==> src/rtl/fetch_unit_if.sv <==
`default_nettype none
// +----------------------------------------------------------------------------+
// | cpu_common / fetch_unit_if                                                  |
// | Fetch command type and the fetch stage's control, decode and imem bus.      |
// | Rev 1.0                                                                     |
// +----------------------------------------------------------------------------+

package cpu_common;
  typedef enum logic [1:0] {
    FETCH_NOP     = 2'd0,
    FETCH_INC_PC  = 2'd1,
    FETCH_LOAD_PC = 2'd2
  } fetch_operation_t;
endpackage

interface fetch_unit_if #(
  parameter int ADDR_WIDTH = 13
);
  import cpu_common::*;

  fetch_operation_t        fetch_operation;
  logic [ADDR_WIDTH-1:0]   jump_addr;
  logic                    fetch_complete;
  logic [15:0]             inst_word0;
  logic [15:0]             inst_word1;
  logic                    inst_len;
  logic [ADDR_WIDTH-1:0]   pc;
  logic [ADDR_WIDTH-1:0]   pc_next;
  logic                    mem_rd_en;
  logic [ADDR_WIDTH-1:0]   mem_addr;
  logic [15:0]             mem_rdata;

  // The fetch unit itself.
  modport master (
    input  fetch_operation, jump_addr, mem_rdata,
    output fetch_complete, inst_word0, inst_word1, inst_len,
           pc, pc_next, mem_rd_en, mem_addr
  );

  // Control, decode and instruction memory.
  modport slave (
    output fetch_operation, jump_addr, mem_rdata,
    input  fetch_complete, inst_word0, inst_word1, inst_len,
           pc, pc_next, mem_rd_en, mem_addr
  );
endinterface

`default_nettype wire

==> src/rtl/fetch_unit.sv <==
`default_nettype none
// +----------------------------------------------------------------------------+
// | fetch_unit                                                                  |
// | Fetches 1- or 2-word instructions at the PC and holds them for decode.      |
// | Rev 1.0                                                                     |
// +----------------------------------------------------------------------------+

module fetch_unit #(
  parameter int          ADDR_WIDTH = 13,
  parameter int unsigned RESET_PC   = 0
) (
  input  wire logic    clk,
  input  wire logic    rst_async,
  fetch_unit_if.master bus
);
  import cpu_common::*;

  typedef enum logic [2:0] {
    ISSUE0   = 3'd0,
    CAPTURE0 = 3'd1,
    ISSUE1   = 3'd2,
    CAPTURE1 = 3'd3,
    DONE     = 3'd4
  } state_t;

  localparam logic [ADDR_WIDTH-1:0] C_RESET_PC = ADDR_WIDTH'(RESET_PC);

  state_t                r_state;
  state_t                w_next_state;
  logic [ADDR_WIDTH-1:0] r_pc;
  logic [15:0]           r_word0;
  logic [15:0]           r_word1;
  logic                  r_len;
  logic [ADDR_WIDTH-1:0] w_pc_plus1;
  logic [ADDR_WIDTH-1:0] w_pc_next;

  assign w_pc_plus1 = r_pc + ADDR_WIDTH'(1);
  assign w_pc_next  = w_pc_plus1 + ADDR_WIDTH'(r_len);

  always_ff @(posedge clk or posedge rst_async) begin
    if (rst_async) begin
      r_state <= ISSUE0;
      r_pc    <= C_RESET_PC;
      r_word0 <= 16'h0000;
      r_word1 <= 16'h0000;
      r_len   <= 1'b0;
    end else begin
      r_state <= w_next_state;
      case (r_state)
        CAPTURE0: begin
          r_word0 <= bus.mem_rdata;
          r_len   <= bus.mem_rdata[15];
        end
        CAPTURE1: r_word1 <= bus.mem_rdata;
        DONE: begin
          if (bus.fetch_operation == FETCH_INC_PC) begin
            r_pc <= w_pc_next;
          end else if (bus.fetch_operation == FETCH_LOAD_PC) begin
            r_pc <= bus.jump_addr;
          end
        end
        default: ;
      endcase
    end
  end

  // Memory strobes and fetch_complete decode purely from state, so the
  // read at RESET_PC is already presented while reset is held.
  always_comb begin
    w_next_state       = ISSUE0;
    bus.mem_rd_en      = 1'b0;
    bus.mem_addr       = r_pc;
    bus.fetch_complete = 1'b0;
    case (r_state)
      ISSUE0: begin
        bus.mem_rd_en = 1'b1;
        w_next_state  = CAPTURE0;
      end
      CAPTURE0: w_next_state = bus.mem_rdata[15] ? ISSUE1 : DONE;
      ISSUE1: begin
        bus.mem_rd_en = 1'b1;
        bus.mem_addr  = w_pc_plus1;
        w_next_state  = CAPTURE1;
      end
      CAPTURE1: w_next_state = DONE;
      DONE: begin
        bus.fetch_complete = 1'b1;
        w_next_state = (bus.fetch_operation == FETCH_INC_PC ||
                        bus.fetch_operation == FETCH_LOAD_PC) ? ISSUE0 : DONE;
      end
      default: w_next_state = ISSUE0;
    endcase
  end

  assign bus.inst_word0 = r_word0;
  assign bus.inst_word1 = r_word1;
  assign bus.inst_len   = r_len;
  assign bus.pc         = r_pc;
  assign bus.pc_next    = w_pc_next;

endmodule

`default_nettype wire

==> src/flat_wrapper.sv <==
// flat-port wrapper written by rule: the top's interface ports become plain ports
module fetch_unit_flat import cpu_common::*;
#(
  parameter int          ADDR_WIDTH = 13,
  parameter int unsigned RESET_PC   = 0
)
  (clk, rst_async, bus_fetch_operation, bus_jump_addr, bus_mem_rdata, bus_fetch_complete, bus_inst_word0, bus_inst_word1, bus_inst_len, bus_pc, bus_pc_next, bus_mem_rd_en, bus_mem_addr);
  fetch_unit_if #(.ADDR_WIDTH(ADDR_WIDTH)) bus_i ();
  input  wire logic clk;
  input  wire logic rst_async;
  input wire logic [$bits(bus_i.fetch_operation)-1:0] bus_fetch_operation;
  input wire logic [$bits(bus_i.jump_addr)-1:0] bus_jump_addr;
  input wire logic [$bits(bus_i.mem_rdata)-1:0] bus_mem_rdata;
  output wire logic [$bits(bus_i.fetch_complete)-1:0] bus_fetch_complete;
  output wire logic [$bits(bus_i.inst_word0)-1:0] bus_inst_word0;
  output wire logic [$bits(bus_i.inst_word1)-1:0] bus_inst_word1;
  output wire logic [$bits(bus_i.inst_len)-1:0] bus_inst_len;
  output wire logic [$bits(bus_i.pc)-1:0] bus_pc;
  output wire logic [$bits(bus_i.pc_next)-1:0] bus_pc_next;
  output wire logic [$bits(bus_i.mem_rd_en)-1:0] bus_mem_rd_en;
  output wire logic [$bits(bus_i.mem_addr)-1:0] bus_mem_addr;
  assign bus_i.fetch_operation = bus_fetch_operation;
  assign bus_i.jump_addr = bus_jump_addr;
  assign bus_i.mem_rdata = bus_mem_rdata;
  assign bus_fetch_complete = bus_i.fetch_complete;
  assign bus_inst_word0 = bus_i.inst_word0;
  assign bus_inst_word1 = bus_i.inst_word1;
  assign bus_inst_len = bus_i.inst_len;
  assign bus_pc = bus_i.pc;
  assign bus_pc_next = bus_i.pc_next;
  assign bus_mem_rd_en = bus_i.mem_rd_en;
  assign bus_mem_addr = bus_i.mem_addr;
  fetch_unit #(.ADDR_WIDTH(ADDR_WIDTH), .RESET_PC(RESET_PC)) u_core (.clk(clk), .rst_async(rst_async), .bus(bus_i));
endmodule
==> config.mk <==
export PLATFORM = sky130hd
export DESIGN_NAME = fetch_unit_flat
export DESIGN_NICKNAME = d
export VERILOG_FILES = /design/src/rtl/fetch_unit_if.sv /design/src/rtl/fetch_unit.sv /design/src/flat_wrapper.sv
export SDC_FILE = /design/constraint.sdc
export NUM_CORES = 1
export LEC_CHECK = 0
export CORE_MARGIN = 3
export CORE_UTILIZATION = 45
export CTS_BUF_LIST = sky130_fd_sc_hd__clkbuf_4 sky130_fd_sc_hd__clkbuf_8 sky130_fd_sc_hd__clkbuf_16
export DETAILED_ROUTE_END_ITERATION = 10
export GPL_TIMING_DRIVEN = 0
export PLACE_DENSITY = 0.89
export SLEW_MARGIN = 20
export SYNTH_ARGS = -nofsm -noshare
export SYNTH_HDL_FRONTEND = slang
export SYNTH_SLANG_ARGS = --single-unit
==> constraint.sdc <==
create_clock -name clk -period 4.1 [get_ports clk]
set_clock_uncertainty 0.15 [all_clocks]
set_input_delay 0.82 -clock clk [delete_from_list [all_inputs] [get_ports clk]]
set_output_delay 0.82 -clock clk [all_outputs]
set_load 0.1 [all_outputs]
==> impl_metrics.csv <==
group,metric,value,unit
status,outcome,"completed",
detailed_routing,wl,7.68,mm
cells_and_area,syn2layout_area_growth,53.1,%
synth,synth_area_leaders,"dfrtp_1 42%, mux2_2 12%, xnor2_1 6.5%, nand2_1 3.6%, mux2i_1 2.5%",
floorplan,core-area,0.00603,mm^2
synth,synth-edff-count,0,
global_route,grt_pass1_wl,12.6,mm
critical_path,critPathRequiredTime,3.13,ns
cts,clkLatencyLatePin,0.29,ns
min_path,min_path_cells,1,
cts,path_clk_slew,0.09,ns
sta,period_minus_slack,3.96,ns
detailed_routing,drt_iter0_markers,112,
synth,synthTopCellsByCount,"48 x dfrtp_1, 31 x mux2_2, 27 x nand2_1",
placement,place_ws,-0.704,ns
cells_and_area,drive_above_1_share,0.240,
sta,relSlewSlack,0.319,
cts,ctsHoldBuffers,0,
placement,gp_congestion,0.952,
sta,slew_violations,0,
global_route,grt_start_max_net_pins,34,
cells_and_area,diodes,0,
global_route,grt_use_total,0.213,
critical_path,crit_fanout,9,
synth,async_flop_share,1.00,
sta,setup_violations,0,
floorplan,io_pins,107,
placement,io_buffer_count,106,
synth,ys_seq_area_frac,0.422,
sta,period_share,0.965,
synth,yosys_warnings,0,
critical_path,cp.arrival,2.99,ns
cts,cts_sinks,48,
min_path,hold_class,"reg2reg",
synth,yosys_register_bits,48,
synth,yosys.area.top_type,"dfrtp_1",
synth,yosysMostFrequentCell,"dfrtp_1",
cells_and_area,instances_no_fill,463,
detailed_routing,drc,0,
placement,dp_hpwl,5.87,mm
detailed_routing,vias,2547,
floorplan,num_rows,28,
synth,syn-num-nets,309,
critical_path,path_cells,"inv_1 -> ha_1 -> ha_2 -> nand2_1 -> or3_2 -> a222oi_1 -> buf_4 -> o2111ai_2 -> xor2_4 -> buf_8",
cts,cts_tree,"built",
global_route,grt_pass1_vias,2551,
sta,hold_viol_final,0,
cts,cts_root_buf,"clkbuf_8",
global_route,antenna_found_initial,0,
detailed_routing,postRouteAntennaNets,0,
cts,htreeDepth,2,
placement,place_inst,454,
detailed_routing,first_pass_iters,4,
critical_path,critPathKind,"reg2out",
critical_path,reg2reg_depth,10,
floorplan,initial_core_util,0.472,
synth,synth_area_per_cell,10.5,um^2
critical_path,slowest_stage,"dfrtp_2",
critical_path,cp-end-kind,"output pin",
cells_and_area,fin_nets,424,
floorplan,die_w,85.5,um
cts,clockBufferDepth,2,
sta,rsz0062_at_grt,"false",
critical_path,max_stage_delay,0.49,ns
cells_and_area,nFillCells,441,
floorplan,fp.dieH,85.5,um
synth,yosysUniqueCellTypes,56,
global_route,grt_overflow,0,
cts,numCtsBuffers,5,
sta,fmax,253,MHz
detailed_routing,wl_per_cell,16.6,um
sta,tns,0,ns
synth,synthesis.area,0.00284,mm^2
floorplan,die_area,0.00731,mm^2
critical_path,start_kind,"register",
sta,tightest_slew,1.02,ns
synth,synth_top_area_share,0.422,
sta,fin_ws,0.142,ns
run,cap_violations,0,
detailed_routing,viasPerCell,5.50,
synth,synth_flop_cell,"dfrtp_1",
synth,netlist_instances,272,
==> layout make-up <==
type,count,area [um^2],area share
clock inverters,2,38.8,0.00891
well taps,75,93.8,0.0215
flip-flops and latches,48,1200,0.277
clock buffers,6,82.6,0.0190
repair buffers,108,1100,0.253
multi-input cells,197,1660,0.382
plain buffers,16,128,0.0293
inverters,11,41.3,0.00948
==> critical path: cells and delay by family (launching register included) <==
family / cells / cell delay (ns)
AND/OR/NAND/NOR: 2 / 0.55
adder cells (fa/ha/maj): 2 / 0.46
buffers and inverters: 3 / 0.52
AO/OA/AOI/OAI: 2 / 0.45
XOR/XNOR: 1 / 0.22
flip-flops: 1 / 0.49
==> routing by layer <==
| metal | share of wire | vias up | track usage |
|---|---|---|---|
| li1 | - | 1189 | - |
| met1 | 0.38 | 1239 | 0.261 |
| met2 | 0.51 | 113 | 0.368 |
| met3 | 0.11 | 6 | 0.0788 |
| met4 | 0.0056 | 0 | 0.0331 |
| met5 | 0 | - | 0 |
==> metrics by stage <==
step	cell area, um^2	utilization	hold slack (ns)
6_report	4360	0.723	0.334
5_1_grt	4360	0.723	0.375
4_1_cts	4300	0.713	0.338
3_5_place_dp	4190	0.695	0.325
3_3_place_gp	4170	0.691	0.316
2_1_floorplan	3010	-	0.301
==> repair_timing <==
item / in CTS / in global routing
buffers inserted: 1 / 0
gates resized for setup: 39 / 13
setup endpoints to repair: 11 / 10
pin swaps: 1 / 0
==> registers in the layout, indices dropped and copies added (netlist names) <==
register,cells
u_core.bus.inst_word0,16
u_core.bus.inst_word1,16
u_core.bus.pc,13
u_core.r_state,3
==> path summary, 6_finish.rpt <==
check                                  start                         to  slack [ns]
max                         u_core.bus.pc[0]            bus_pc_next[12]        0.14
min                        u_core.r_state[2]          u_core.r_state[0]        0.33
max reg2reg                 u_core.bus.pc[0]          u_core.bus.pc[12]        1.12
min reg2reg                u_core.r_state[2]          u_core.r_state[0]        0.33
max in group asynchronous          rst_async  u_core.bus.inst_word0[15]        2.62
min in group asynchronous          rst_async           u_core.bus.pc[2]        0.67
==> logic make-up after synthesis <==
logic type,share of synthesized area
AND/OR/NAND/NOR,0.158
flip-flops,0.422
AO/OA/AOI/OAI,0.109
multiplexers,0.147
XOR/XNOR,0.0862
buffers and inverters,0.0594
adder cells (fa/ha/maj),0.0176
==> layout by cell type, fill, tap and decap left out, types with 3 or more instances in the layout <==
cell type / netlist / final
buf_6: 2 / 3
clkbuf_8: 4 / 10
nor2b_1: 3 / 3
dfrtp_2: 0 / 3
nand2_1: 27 / 27
mux2_2: 31 / 31
clkdlybuf4s50_1: 0 / 91
xor2_2: 0 / 3
dfrtp_1: 48 / 45
nand3_1: 9 / 9
a21oi_1: 8 / 8
nor2_1: 10 / 9
o21ai_0: 13 / 13
nand4_1: 4 / 4
o21ai_1: 3 / 3
xnor2_1: 21 / 10
mux2i_1: 7 / 7
dlygate4sd2_1: 0 / 4
o211ai_1: 3 / 3
dlymetal6s2s_1: 0 / 4
clkbuf_1: 5 / 5
xnor2_2: 0 / 10
inv_1: 11 / 10
buf_4: 3 / 5
Power is not shown: default switching activity piles up to over one toggle a cycle in this logic, so the estimate is an artifact.
